===== config.mk =====
export PLATFORM = sky130hd
export DESIGN_NAME = fft_ram_writer_flat
export DESIGN_NICKNAME = d
export VERILOG_FILES = /design/src/rtl/fft_ram_writer_pkg.sv /design/src/rtl/fft_ram_writer_if.sv /design/src/rtl/fft_ram_writer_bitrev.sv /design/src/rtl/fft_ram_writer.sv /design/src/flat_wrapper.sv
export SDC_FILE = /design/constraint.sdc
export NUM_CORES = 1
export LEC_CHECK = 0
export ABC_CLOCK_PERIOD_IN_PS = 4520
export BUFFER_PORTS_ARGS = -buffer_cell sky130_fd_sc_hd__buf_2
export CAP_MARGIN = 20
export CORE_ASPECT_RATIO = 2
export CORE_MARGIN = 8
export CORE_UTILIZATION = 53
export CTS_BUF_LIST = sky130_fd_sc_hd__clkbuf_16
export DETAILED_ROUTE_END_ITERATION = 16
export MAX_ROUTING_LAYER = met4
export PLACE_DENSITY = 0.84
export SYNTH_ARGS = -nofsm -noshare
export SYNTH_HDL_FRONTEND = slang
export SYNTH_SLANG_ARGS = --single-unit

===== constraint.sdc =====
create_clock -name clk -period 4.52 [get_ports clk]
set_clock_uncertainty 0.05 [all_clocks]
set_input_delay 0.452 -clock clk [delete_from_list [all_inputs] [get_ports clk]]
set_output_delay 0.452 -clock clk [all_outputs]
set_load 0.03 [all_outputs]

===== src/rtl/fft_ram_writer_pkg.sv =====
`default_nettype none
// +--------------------------------------------------------------------------+
// | fft_pkg : shared FFT frame constants and the RAM writer state encoding.  |
// | Revision: 1.0                                                            |
// +--------------------------------------------------------------------------+
package fft_pkg;

  localparam int FFT_N  = 1024;
  localparam int SAMP_W = 14;
  localparam int ADDR_W = 10;
  localparam int DATA_W = 2 * SAMP_W;

  typedef enum logic [1:0] {
    ST_IDLE = 2'd0,
    ST_FILL = 2'd1,
    ST_DONE = 2'd2
  } wr_state_e;

endpackage
`default_nettype wire


===== src/rtl/fft_ram_writer_if.sv =====
`default_nettype none
// +--------------------------------------------------------------------------+
// | fft_ram_writer_if : FFT sink stream, RAM write port and detect handshake.|
// | Revision: 1.0                                                            |
// +--------------------------------------------------------------------------+
interface fft_ram_writer_if
  import fft_pkg::*;
#(
  parameter int SAMP_W = fft_pkg::SAMP_W,
  parameter int ADDR_W = fft_pkg::ADDR_W
) ();

  logic                  sink_valid;
  logic                  sink_sop;
  logic                  sink_eop;
  logic [SAMP_W-1:0]     sink_real;
  logic [SAMP_W-1:0]     sink_imag;
  logic                  sink_ready;
  logic                  wren;
  logic [ADDR_W-1:0]     wraddr;
  logic [2*SAMP_W-1:0]   wrdata;
  logic                  fftdone;
  logic                  detectdone;
  logic                  frame_err;

  // master: FFT source plus RAM consumer side; slave: the writer itself
  modport master (
    output sink_valid, sink_sop, sink_eop, sink_real, sink_imag, detectdone,
    input  sink_ready, wren, wraddr, wrdata, fftdone, frame_err
  );

  modport slave (
    input  sink_valid, sink_sop, sink_eop, sink_real, sink_imag, detectdone,
    output sink_ready, wren, wraddr, wrdata, fftdone, frame_err
  );

endinterface
`default_nettype wire


===== src/rtl/fft_ram_writer_bitrev.sv =====
`default_nettype none
// +--------------------------------------------------------------------------+
// | bitrev : combinational bit reversal of a bin index over ADDR_W bits.     |
// | Revision: 1.0                                                            |
// +--------------------------------------------------------------------------+
module bitrev
  import fft_pkg::*;
#(
  parameter int ADDR_W = fft_pkg::ADDR_W
) (
  input  logic [ADDR_W-1:0] bin_i,
  output logic [ADDR_W-1:0] addr_o
);

  for (genvar i = 0; i < ADDR_W; i++) begin : g_rev
    assign addr_o[i] = bin_i[ADDR_W-1-i];
  end

endmodule
`default_nettype wire


===== src/rtl/fft_ram_writer.sv =====
`default_nettype none
// +--------------------------------------------------------------------------+
// | fft_ram_writer : stores one FFT output frame into FFT_RAM, then hands    |
// | the RAM to freqdetect. FFT_RAM_WRITER_BITREV_EN selects bit-reversed     |
// | write addresses. Revision: 1.0                                           |
// +--------------------------------------------------------------------------+
module fft_ram_writer
  import fft_pkg::*;
#(
  parameter int FFT_N  = fft_pkg::FFT_N,
  parameter int SAMP_W = fft_pkg::SAMP_W,
  parameter int ADDR_W = fft_pkg::ADDR_W
) (
  input  logic              clk,
  input  logic              reset_n,
  fft_ram_writer_if.slave   bus
);

  localparam int                DATA_W   = 2 * SAMP_W;
  localparam logic [ADDR_W-1:0] LAST_BIN = ADDR_W'(FFT_N - 1);

  wr_state_e           state_q, state_d;
  logic [ADDR_W-1:0]   cnt_q, cnt_d;
  logic [ADDR_W-1:0]   bin;
  logic [ADDR_W-1:0]   addr;
  logic                accept;
  logic                wr_d, err_d, fftdone_d;
  logic                wren_q, frame_err_q, fftdone_q;
  logic [ADDR_W-1:0]   wraddr_q;
  logic [DATA_W-1:0]   wrdata_q;

  assign bus.sink_ready = (state_q != ST_DONE);
  assign accept         = bus.sink_valid & bus.sink_ready;

  always_comb begin
    state_d   = state_q;
    cnt_d     = cnt_q;
    bin       = cnt_q;
    wr_d      = 1'b0;
    err_d     = 1'b0;
    fftdone_d = 1'b0;
    case (state_q)
      ST_IDLE: begin
        if (accept && bus.sink_sop) begin
          bin  = '0;
          wr_d = 1'b1;
        end
      end
      ST_FILL: begin
        if (accept) begin
          wr_d = 1'b1;
          if (bus.sink_sop) begin
            bin   = '0;
            err_d = 1'b1;
          end
        end
      end
      ST_DONE: begin
        // release only once fftdone has actually been seen high
        if (fftdone_q && bus.detectdone) begin
          state_d = ST_IDLE;
        end else begin
          fftdone_d = 1'b1;
        end
      end
      default: state_d = ST_IDLE;
    endcase

    if (wr_d) begin
      if (bus.sink_eop || (bin == LAST_BIN)) begin
        // a frame is good only when eop and the last bin coincide
        state_d = (bus.sink_eop && (bin == LAST_BIN)) ? ST_DONE : ST_IDLE;
        err_d   = err_d | ~(bus.sink_eop && (bin == LAST_BIN));
        cnt_d   = '0;
      end else begin
        state_d = ST_FILL;
        cnt_d   = bin + 1'b1;
      end
    end
  end

`ifdef FFT_RAM_WRITER_BITREV_EN
  bitrev #(.ADDR_W(ADDR_W)) u_bitrev (
    .bin_i  (bin),
    .addr_o (addr)
  );
`else
  assign addr = bin;
`endif

  always_ff @(posedge clk or negedge reset_n) begin
    if (!reset_n) begin
      state_q     <= ST_IDLE;
      cnt_q       <= '0;
      wren_q      <= 1'b0;
      wraddr_q    <= '0;
      wrdata_q    <= '0;
      fftdone_q   <= 1'b0;
      frame_err_q <= 1'b0;
    end else begin
      state_q     <= state_d;
      cnt_q       <= cnt_d;
      wren_q      <= wr_d;
      fftdone_q   <= fftdone_d;
      frame_err_q <= err_d;
      if (wr_d) begin
        wraddr_q <= addr;
        wrdata_q <= {bus.sink_real, bus.sink_imag};
      end
    end
  end

  assign bus.wren      = wren_q;
  assign bus.wraddr    = wraddr_q;
  assign bus.wrdata    = wrdata_q;
  assign bus.fftdone   = fftdone_q;
  assign bus.frame_err = frame_err_q;

endmodule
`default_nettype wire


===== src/flat_wrapper.sv =====
// flat-port wrapper written by rule: the top's interface ports become plain ports
module fft_ram_writer_flat import fft_pkg::*;
#(
  parameter int FFT_N  = fft_pkg::FFT_N,
  parameter int SAMP_W = fft_pkg::SAMP_W,
  parameter int ADDR_W = fft_pkg::ADDR_W
)
  (clk, reset_n, bus_sink_valid, bus_sink_sop, bus_sink_eop, bus_sink_real, bus_sink_imag, bus_detectdone, bus_sink_ready, bus_wren, bus_wraddr, bus_wrdata, bus_fftdone, bus_frame_err);
  fft_ram_writer_if #(.SAMP_W(SAMP_W), .ADDR_W(ADDR_W)) bus_i ();
  input  logic clk;
  input  logic reset_n;
  input wire logic [$bits(bus_i.sink_valid)-1:0] bus_sink_valid;
  input wire logic [$bits(bus_i.sink_sop)-1:0] bus_sink_sop;
  input wire logic [$bits(bus_i.sink_eop)-1:0] bus_sink_eop;
  input wire logic [$bits(bus_i.sink_real)-1:0] bus_sink_real;
  input wire logic [$bits(bus_i.sink_imag)-1:0] bus_sink_imag;
  input wire logic [$bits(bus_i.detectdone)-1:0] bus_detectdone;
  output wire logic [$bits(bus_i.sink_ready)-1:0] bus_sink_ready;
  output wire logic [$bits(bus_i.wren)-1:0] bus_wren;
  output wire logic [$bits(bus_i.wraddr)-1:0] bus_wraddr;
  output wire logic [$bits(bus_i.wrdata)-1:0] bus_wrdata;
  output wire logic [$bits(bus_i.fftdone)-1:0] bus_fftdone;
  output wire logic [$bits(bus_i.frame_err)-1:0] bus_frame_err;
  assign bus_i.sink_valid = bus_sink_valid;
  assign bus_i.sink_sop = bus_sink_sop;
  assign bus_i.sink_eop = bus_sink_eop;
  assign bus_i.sink_real = bus_sink_real;
  assign bus_i.sink_imag = bus_sink_imag;
  assign bus_i.detectdone = bus_detectdone;
  assign bus_sink_ready = bus_i.sink_ready;
  assign bus_wren = bus_i.wren;
  assign bus_wraddr = bus_i.wraddr;
  assign bus_wrdata = bus_i.wrdata;
  assign bus_fftdone = bus_i.fftdone;
  assign bus_frame_err = bus_i.frame_err;
  fft_ram_writer #(.FFT_N(FFT_N), .SAMP_W(SAMP_W), .ADDR_W(ADDR_W)) u_core (.clk(clk), .reset_n(reset_n), .bus(bus_i));
endmodule

# Word level (Yosys, flattened, before mapping)
# Index checks and enable logic that the tools add are counted.
[totals] reg_bits=53 inputBits=34 out_inout_bits=42
[classes] add_sub_neg=1 n_eq_ne=6 n_bitwise=3 n_reduce_logical=7 mux=20
[op_table] operator="$mux W10" count=4
[op_table] operator="$pmux W10 S2" count=1
[op_table] operator="$add A10 B1 Y10 const B" count=1
[op_table] operator="$eq A10 B10 Y1 const B" count=1
[op_table] operator="$mux W1" count=9
[op_table] operator="$mux W2" count=4
[op_table] operator="$pmux W2 S2" count=1
[op_table] operator="$logic_and A1 B1 Y1" count=3
[op_table] operator="$ne A3 B1 Y1 const B" count=1
[op_table] operator="$eq A2 B1 Y1 const B" count=1
[op_table] operator="$eq A2 B2 Y1 const B" count=1
[op_table] operator="$logic_not A2 Y1" count=1
[op_table] operator="$ne A2 B1 Y1 const B" count=1
[op_table] operator="$ne A2 B2 Y1 const B" count=1
[op_table] operator="$pmux W1 S2" count=1
[op_table] operator="$reduce_and A2 Y1" count=1
[op_table] operator="$reduce_or A2 Y1" count=1
[op_table] operator="$and A1 B1 Y1" count=1
[op_table] operator="$logic_or A1 B1 Y1" count=1
[op_table] operator="$not A1 Y1" count=1
[op_table] operator="$or A1 B1 Y1" count=1

# Logic depth before layout (Yosys ltp)
# Gate-level depths: netlist of run 1.
[depth] depth_word=11 depth_mapped=8 mapped_depth_nobuf=7

# Worst setup path after synthesis of run 1
# No wires, ideal clock.
[synth_path] path_kind="input to register" from="input bus_sink_valid" to="register u_core.cnt_q[7]" cell_stages=8 setup_time_ps=146 path_buffers=1 t_required_ps=4324 path_slack_ps=2361 arrival_time_ps=1963 path_cell_list="nand3b_1 > and2_1 > ha_1 > nand3_1 > or4_4 > buf_6 > nand3_1 > o311ai_0"
[synth_via] elab_chain_len=7
[synth_rtl] item="from (decl)" line_no="flat_wrapper.sv:12" text="input wire logic [$bits(bus_i.sink_valid)-1:0] bus_sink_valid;"
[synth_rtl] item="$and A1 B1 Y1 *" line_no="fft_ram_writer.sv:33" text="assign accept = bus.sink_valid & bus.sink_ready;"
[synth_rtl] item="$logic_and A1 B1 Y1" line_no="fft_ram_writer.sv:44" text="if (accept && bus.sink_sop) begin"
[synth_rtl] item="$mux W10" line_no="fft_ram_writer.sv:44"
[synth_rtl] item="$pmux W10 S2 *" line_no="fft_ram_writer.sv:42" text="case (state_q)"
[synth_rtl] item="via u_core.addr[0]" line_no="fft_ram_writer.sv:25" text="logic [ADDR_W-1:0] addr;"
[synth_rtl] item="parallel branches: the longest is 2 deep, another holds $add A10 B1 Y10"
[synth_rtl] item="$mux W10 *" line_no="fft_ram_writer.sv:70" text="if (bus.sink_eop || (bin == LAST_BIN)) begin"
[synth_rtl] item="to (signal assigned)" line_no="fft_ram_writer.sv:102" text="cnt_q <= cnt_d;"
[synth_rtl] item="to (decl)" line_no="fft_ram_writer.sv:23" text="logic [ADDR_W-1:0] cnt_q, cnt_d;"
# Mark *: on every way through the listed nets, which the timed path passes.
# A chain may end at the register's enable or synchronous reset.

# Worst setup path after layout of run 1
[layout_path] from="register u_core.state_q[1]" to="register u_core.cnt_q[3]"
[layout_via] elab_chain_len=8
[layout_rtl] item="from (decl)" line_no="fft_ram_writer.sv:22" text="wr_state_e state_q, state_d;"
[layout_rtl] item="from (signal assigned)" line_no="fft_ram_writer.sv:101" text="state_q <= state_d;"
[layout_rtl] item="parallel branches: the longest is 8 deep, another holds $add A10 B1 Y10"
# Parallel ways; which one is timed is not known.

==> results of run 1 <==
==> how the worst max path moves through the flow <==
stage,startpoint,end,slack (ns),cells past startpoint
4_1_cts,u_core.state_q[1],u_core.cnt_q[3],1.77,5
3_5_place_dp,bus_sink_sop,u_core.cnt_q[3],1.77,6
6_report,u_core.state_q[1],u_core.cnt_q[3],1.77,5
2_1_floorplan,bus_sink_valid,u_core.cnt_q[7],2.36,8
3_3_place_gp,bus_sink_sop,u_core.cnt_q[7],1.91,6
5_1_grt,u_core.state_q[1],u_core.cnt_q[3],1.52,5
==> metal layers <==
metal	up-vias	GRT usage	share of wire	routed length, µm
met2	57	0.325	0.58	3290
met4	0	0.0788	0.020	112
met1	926	0.187	0.35	2000
met5	-	-	0	0
met3	10	0.0285	0.043	242
li1	949	-	-	-
==> cell type report <==
class / instances / area [µm²] / area share
clock buffer: 5 / 125 / 0.0448
clock inverter: 3 / 18.8 / 0.00672
inverter: 3 / 11.3 / 0.00403
multi-input combinational: 179 / 842 / 0.302
sequential: 53 / 1330 / 0.475
tap: 52 / 65.1 / 0.0233
timing repair buffer: 77 / 403 / 0.144
==> stage by stage <==
stage / area (µm²) / utilization / total power, W
6_report: 2790 / 0.683 / 0.00130
5_1_grt: 2790 / 0.683 / 0.00136
4_1_cts: 2770 / 0.678 / 0.00131
3_5_place_dp: 2630 / 0.643 / 0.000943
3_3_place_gp: 2630 / 0.643 / 0.000933
2_1_floorplan: 2240 / - / 0.000821
==> kinds of logic (layout without fill, tap and decap cells) <==
| family | after synthesis | in the layout | synth area share |
|---|---|---|---|
| flops | 53 | 53 | 0.592 |
| buf+inv | 15 | 88 | 0.0318 |
| simple gates | 148 | 148 | 0.282 |
| xor+xnor | 1 | 1 | 0.00726 |
| fa+ha+maj | 1 | 1 | 0.00559 |
| compound gates | 29 | 29 | 0.0816 |
==> flip-flops by register name, indices dropped and copies added, names as in the netlist <==
| register | count |
|---|---|
| u_core.bus.wraddr | 10 |
| u_core.cnt_q | 10 |
| u_core.bus.fftdone | 1 |
| u_core.bus.wrdata | 28 |
| u_core.state_q | 2 |
| u_core.bus.frame_err | 1 |
| u_core.bus.wren | 1 |
==> power by group <==
group	switching, W	total [W]	internal [W]
logic	0.000235	0.000330	0.0000944
registers	0.0000560	0.000605	0.000549
clock network	0.000161	0.000364	0.000203
total	0.000452	0.00130	0.000847
==> synth_stat cells <==
library cell | n | area (µm²)
nor2_1 | 3 | 11.3
and4_1 | 2 | 17.5
buf_6 | 2 | 22.5
nand2_1 | 120 | 450
a21oi_2 | 1 | 8.76
o21ai_0 | 2 | 10.0
o21a_1 | 2 | 15.0
ha_1 | 1 | 12.5
nand2b_1 | 1 | 6.26
or3_1 | 1 | 6.26
nor2_2 | 1 | 6.26
and2_1 | 2 | 12.5
dfrtp_1 | 53 | 1330
nand3b_1 | 2 | 15.0
o21bai_1 | 1 | 7.51
o22ai_1 | 4 | 25.0
or4_4 | 1 | 11.3
and3b_1 | 2 | 17.5
a32o_1 | 1 | 10.0
o2111ai_1 | 1 | 8.76
nand4_1 | 7 | 43.8
clkbuf_1 | 10 | 37.5
xor2_2 | 1 | 16.3
a31oi_1 | 1 | 6.26
a21oi_1 | 13 | 65.1
inv_1 | 3 | 11.3
o311ai_0 | 3 | 26.3
nand3_1 | 5 | 25.0
or2b_1 | 1 | 7.51
==> critical path, delay by kind of cell, from the launching register on <==
| kind | cells | cell delay [ns] |
|---|---|---|
| simple gates | 3 | 0.93 |
| compound gates | 1 | 0.51 |
| flops | 1 | 0.41 |
| buf+inv | 1 | 0.70 |
==> impl_results.md, run 1 <==
- Status: complete, no violations
- Lkg Pwr: 1.48 nW
- Fmax: 363 MHz
- Syn Area/Cell: 9.07 µm²
- Setup ws final: 1.77 ns
- Minimum clock period after layout: 2.75 ns
- Final Max Slew Viols: 0
- Clock Latency Late Sink: 0.29 ns
- Clock sinks: 53
- H-tree depth: 2
- Critical path's slowest cell: inv_1
- Cts bufs inserted: 5
- Synth cell types: 29
- Yosys reg bits: 53
- Syn Nets: 282
- Period utilization: 0.609
- Crit path largest cell delay: 0.70 ns
- Setup WS pre-CTS: 1.77 ns
- Layout cells sized above 1: 0.275
- CTS resizes: 0
- Final setup viols: 0
- Top-level port count: 76
- Final Hold Vio Count: 0
- Gr usage total: 0.184
- # rows: 33
- Wire length per cell: 15.2 µm
- Critical Path End Type: flop
- Initial antenna violation count: 0
- # hold bufs at CTS: 0
- Vias: 1942
- Non-Filler Instances: 372
- Largest net degree at the start of global routing: 54
- Total global routing overflow: 0
- First-pass GRT wire length: 8990 µm
- Vias in the first global route: 1984
- First-pass iteration count of the detailed router: 5
- Worst-Margin Slew: 0.936 ns
- Die height: 108 µm
- Hold WS: 0.0355 ns
- Startpoint Class: flop
- Post-synthesis cell area: 2240 µm²
- Worst VDD drop: 0.000359 V
- GP Congestion: 0.905
- Sum of negative setup slack: 0 ns
- Most common cell after layout, fill and taps aside: nand2_1
- Die ar.: 6690 µm²
- Core area: 4090 µm²
- Estimated wirelength of the detail-placed design: 4030 µm
- Hold crit path type: in2async
- Worst EP required: 4.61 ns
- # fillers: 335
- Crit Path Max Fanout: 32
- Root buffer cell: clkbuf_16
- Area Overhead vs Synth: 24.6%
- Max Cap Violations: 0
- Post-synthesis sequential area ratio: 0.592
- Clk buf depth: 2
- Setup bufs post-CTS: 0
- CTS tree: built
- Worst EP arrival: 2.84 ns
- Worst reg2reg path depth: 5
- Pwr Density: 465 nW/µm²
- Worst rel slew slack: 0.376
- # nets final: 354
- R2R setup slack: 1.77 ns
- Ant diodes: 0
- FF-to-FF Start: u_core.state_q[1]
- Worst path cell trace: and3b_1 > nor2_2 > inv_1 > nand3_1 > o311ai_0
- Vias per Instance: 5.22
- Initial Util: 0.548
- RSZ-0062 raised after global routing: no
- Placed cell count: 363
- Drt total wl: 5650 µm
- WS Path Type: reg2reg
- Port-buffer cells: 75
- DRC errors left: 0
- Initial DRC Count: 60
- Post-Syn Instances: 247
- Worst-path clk slew: 0.06 ns
- Die width: 62.0 µm
- Final ANT Viol Nets: 0
- Most frequent cells in the layout: 120 x nand2_1, 75 x buf_2, 53 x dfrtp_1, 13 x a21oi_1, 7 x nand4_1
- Yosys warning count: 0
- Worst reg2reg path endpoint: u_core.cnt_q[3]
(Power assumes the default switching activity.)
==> run 2: changes to the inputs <==
- ABC_CLOCK_PERIOD_IN_PS: 4520 -> 2200
- CORE_UTILIZATION: 53 -> 45
- PLACE_DENSITY: 0.84 -> 0.76
- clock period: 4.52 -> 2.2 ns (I/O delays scaled with it)
==> run 2 against run 1 <==
Net effect:
- register-to-register slack got worse by 1.7 ns
- die area rose by 14%
- highest routed layer unchanged
- critical path depth rose by 2
- via count rose by 1.1%
- first-iteration DRC count rose by 47%
- sequential share of layout area fell by 1.9 points
==> impl_results.md, run 2 (synthesis gave the netlist of run 1 again) <==
- Worst-Margin Slew: 0.525 ns
- DRC errors left: 0
- Estimated wirelength of the detail-placed design: 4410 µm
- Largest register FFs: 28
- Worst-path clk slew: 0.07 ns
- Area post-placement: 2710 µm²
- Port-buffer cells: 75
- GR Util met3: 0.0397
- Drt total wl: 5890 µm
- Initial antenna violation count: 0
- Layout cells sized above 1: 0.304
- Setup WS pre-CTS: 0.0529 ns
- Worst VDD drop: 0.000807 V
- Pwr Density: 969 nW/µm²
- Total global routing overflow: 0
- Final Hold Vio Count: 0
- GR Util met1: 0.176
- Fmax: 476 MHz
- Cell family with most CP delay: simple AND/OR/NAND/NOR gates
- Worst reg2reg path endpoint: u_core.cnt_q[7]
- Worst EP arrival: 2.19 ns
- CP startpoint: u_core.state_q[1]
- Critical Path End Type: flop
- First-pass iteration count of the detailed router: 4
- Worst EP required: 2.29 ns
- Worst rel slew slack: 0.650
- FF-to-FF Start: u_core.state_q[1]
- Worst reg2reg path depth: 7
- Met2 usage: 0.266
- Initial Util: 0.465
- Top-level port count: 76
- WP buf/inv: 0
- Crit path largest cell delay: 0.55 ns
- Sum of negative setup slack: 0 ns
- Endpoint of the worst hold path: u_core.bus.wrdata[21]
- Final Max Slew Viols: 0
- # nets final: 366
- Root buffer cell: clkbuf_16
- Hold crit path type: in2reg
- Crit Path Max Fanout: 5
- Final ANT Viol Nets: 0
- Clk buf depth: 2
- Final setup viols: 0
- Die width: 65.9 µm
- Worst path cell trace: nand3b_1 > and2_4 > ha_2 > nand3_1 > or4_4 > nand3_1 > o311ai_0
- Setup ws final: 0.101 ns
- Clock sinks: 53
- Gr usage total: 0.165
- Ant diodes: 0
- # rows: 36
- Final Cell Area: 2910 µm²
- Core area: 4820 µm²
- Most common cell after layout, fill and taps aside: nand2_1
- Busiest grt layer: met2
- Hold path depth: 3
- Status: complete, no violations
- Most frequent cells in the layout: 120 x nand2_1, 75 x buf_2, 53 x dfrtp_1, 13 x a21oi_1, 12 x buf_4
- H-tree depth: 2
- Vias per Instance: 5.05
- Die ar.: 7630 µm²
- GP Congestion: 0.956
- Max Cap Violations: 0
- Critical path's slowest cell: or4_4
- Wire length per cell: 15.1 µm
- Cts bufs inserted: 5
- Startpoint Class: flop
- Hold WS: 0.0583 ns
- Hold_sp: bus_sink_real[7]
- First-pass GRT wire length: 9270 µm
- Vias: 1963
- Clock Latency Late Sink: 0.29 ns
- Initial DRC Count: 88
- Die height: 116 µm
- R2R setup slack: 0.10 ns
- Lkg Pwr: 1.55 nW
- Area Overhead vs Synth: 29.9%
- CTS tree: built
- Largest net degree at the start of global routing: 37
- Vias in the first global route: 1864
- Minimum clock period after layout: 2.10 ns
- Period utilization: 0.954
- WS Path Type: reg2reg
- Cell repeated most along the worst path: nand3_1
## run 2: repair_timing
item,in CTS,in global routing
endpoints found under the hold margin,16,0
hold buffers,1,0
endpoints found under the setup margin,0,10
gates resized for setup,0,3
setup buffers,0,1
## run 2: power by group
group          internal, W  switching, W  leakage [nW]
clock             0.000535      0.000346        0.0852
sequential         0.00113      0.000115         0.686
combinational     0.000210      0.000485         0.776
total              0.00187      0.000946          1.55
## run 2: how the worst max path moves through the flow
stage          cells past startpoint              end
2_1_floorplan                      8  u_core.cnt_q[7]
3_3_place_gp                       7  u_core.cnt_q[3]
3_5_place_dp                       7  u_core.cnt_q[7]
4_1_cts                            7  u_core.cnt_q[7]
5_1_grt                            7  u_core.cnt_q[5]
6_report                           7  u_core.cnt_q[7]
## run 2: through the flow
stage                util  total power, W  cells
global placement    0.562         0.00194    378
finish              0.604         0.00282    389
global route        0.604         0.00296    389
floorplan               -         0.00169    247
CTS                 0.599         0.00284    387
detailed placement  0.562         0.00196    378
## run 2: worst min-delay path: stages
cell	delay [ns]
buf_2	0.07
nand2_1	0.04
nand2_1	0.04
## run 2: area by class of cell
| cell class | instances | area (µm²) |
|---|---|---|
| multi-input combinational | 180 | 858 |
| clock inverter | 3 | 42.5 |
| clock buffer | 5 | 125 |
| fill | 445 | 1910 |
| inverter | 3 | 11.3 |
| timing repair buffer | 88 | 475 |
| sequential | 53 | 1330 |
| tap | 57 | 71.3 |
## run 2: metal layers
metal	routed length (µm)	part of all wire	up-vias
met4	176	0.030	0
met2	3210	0.55	65
met5	0	0	-
met3	229	0.039	13
met1	2270	0.39	906
li1	-	-	979
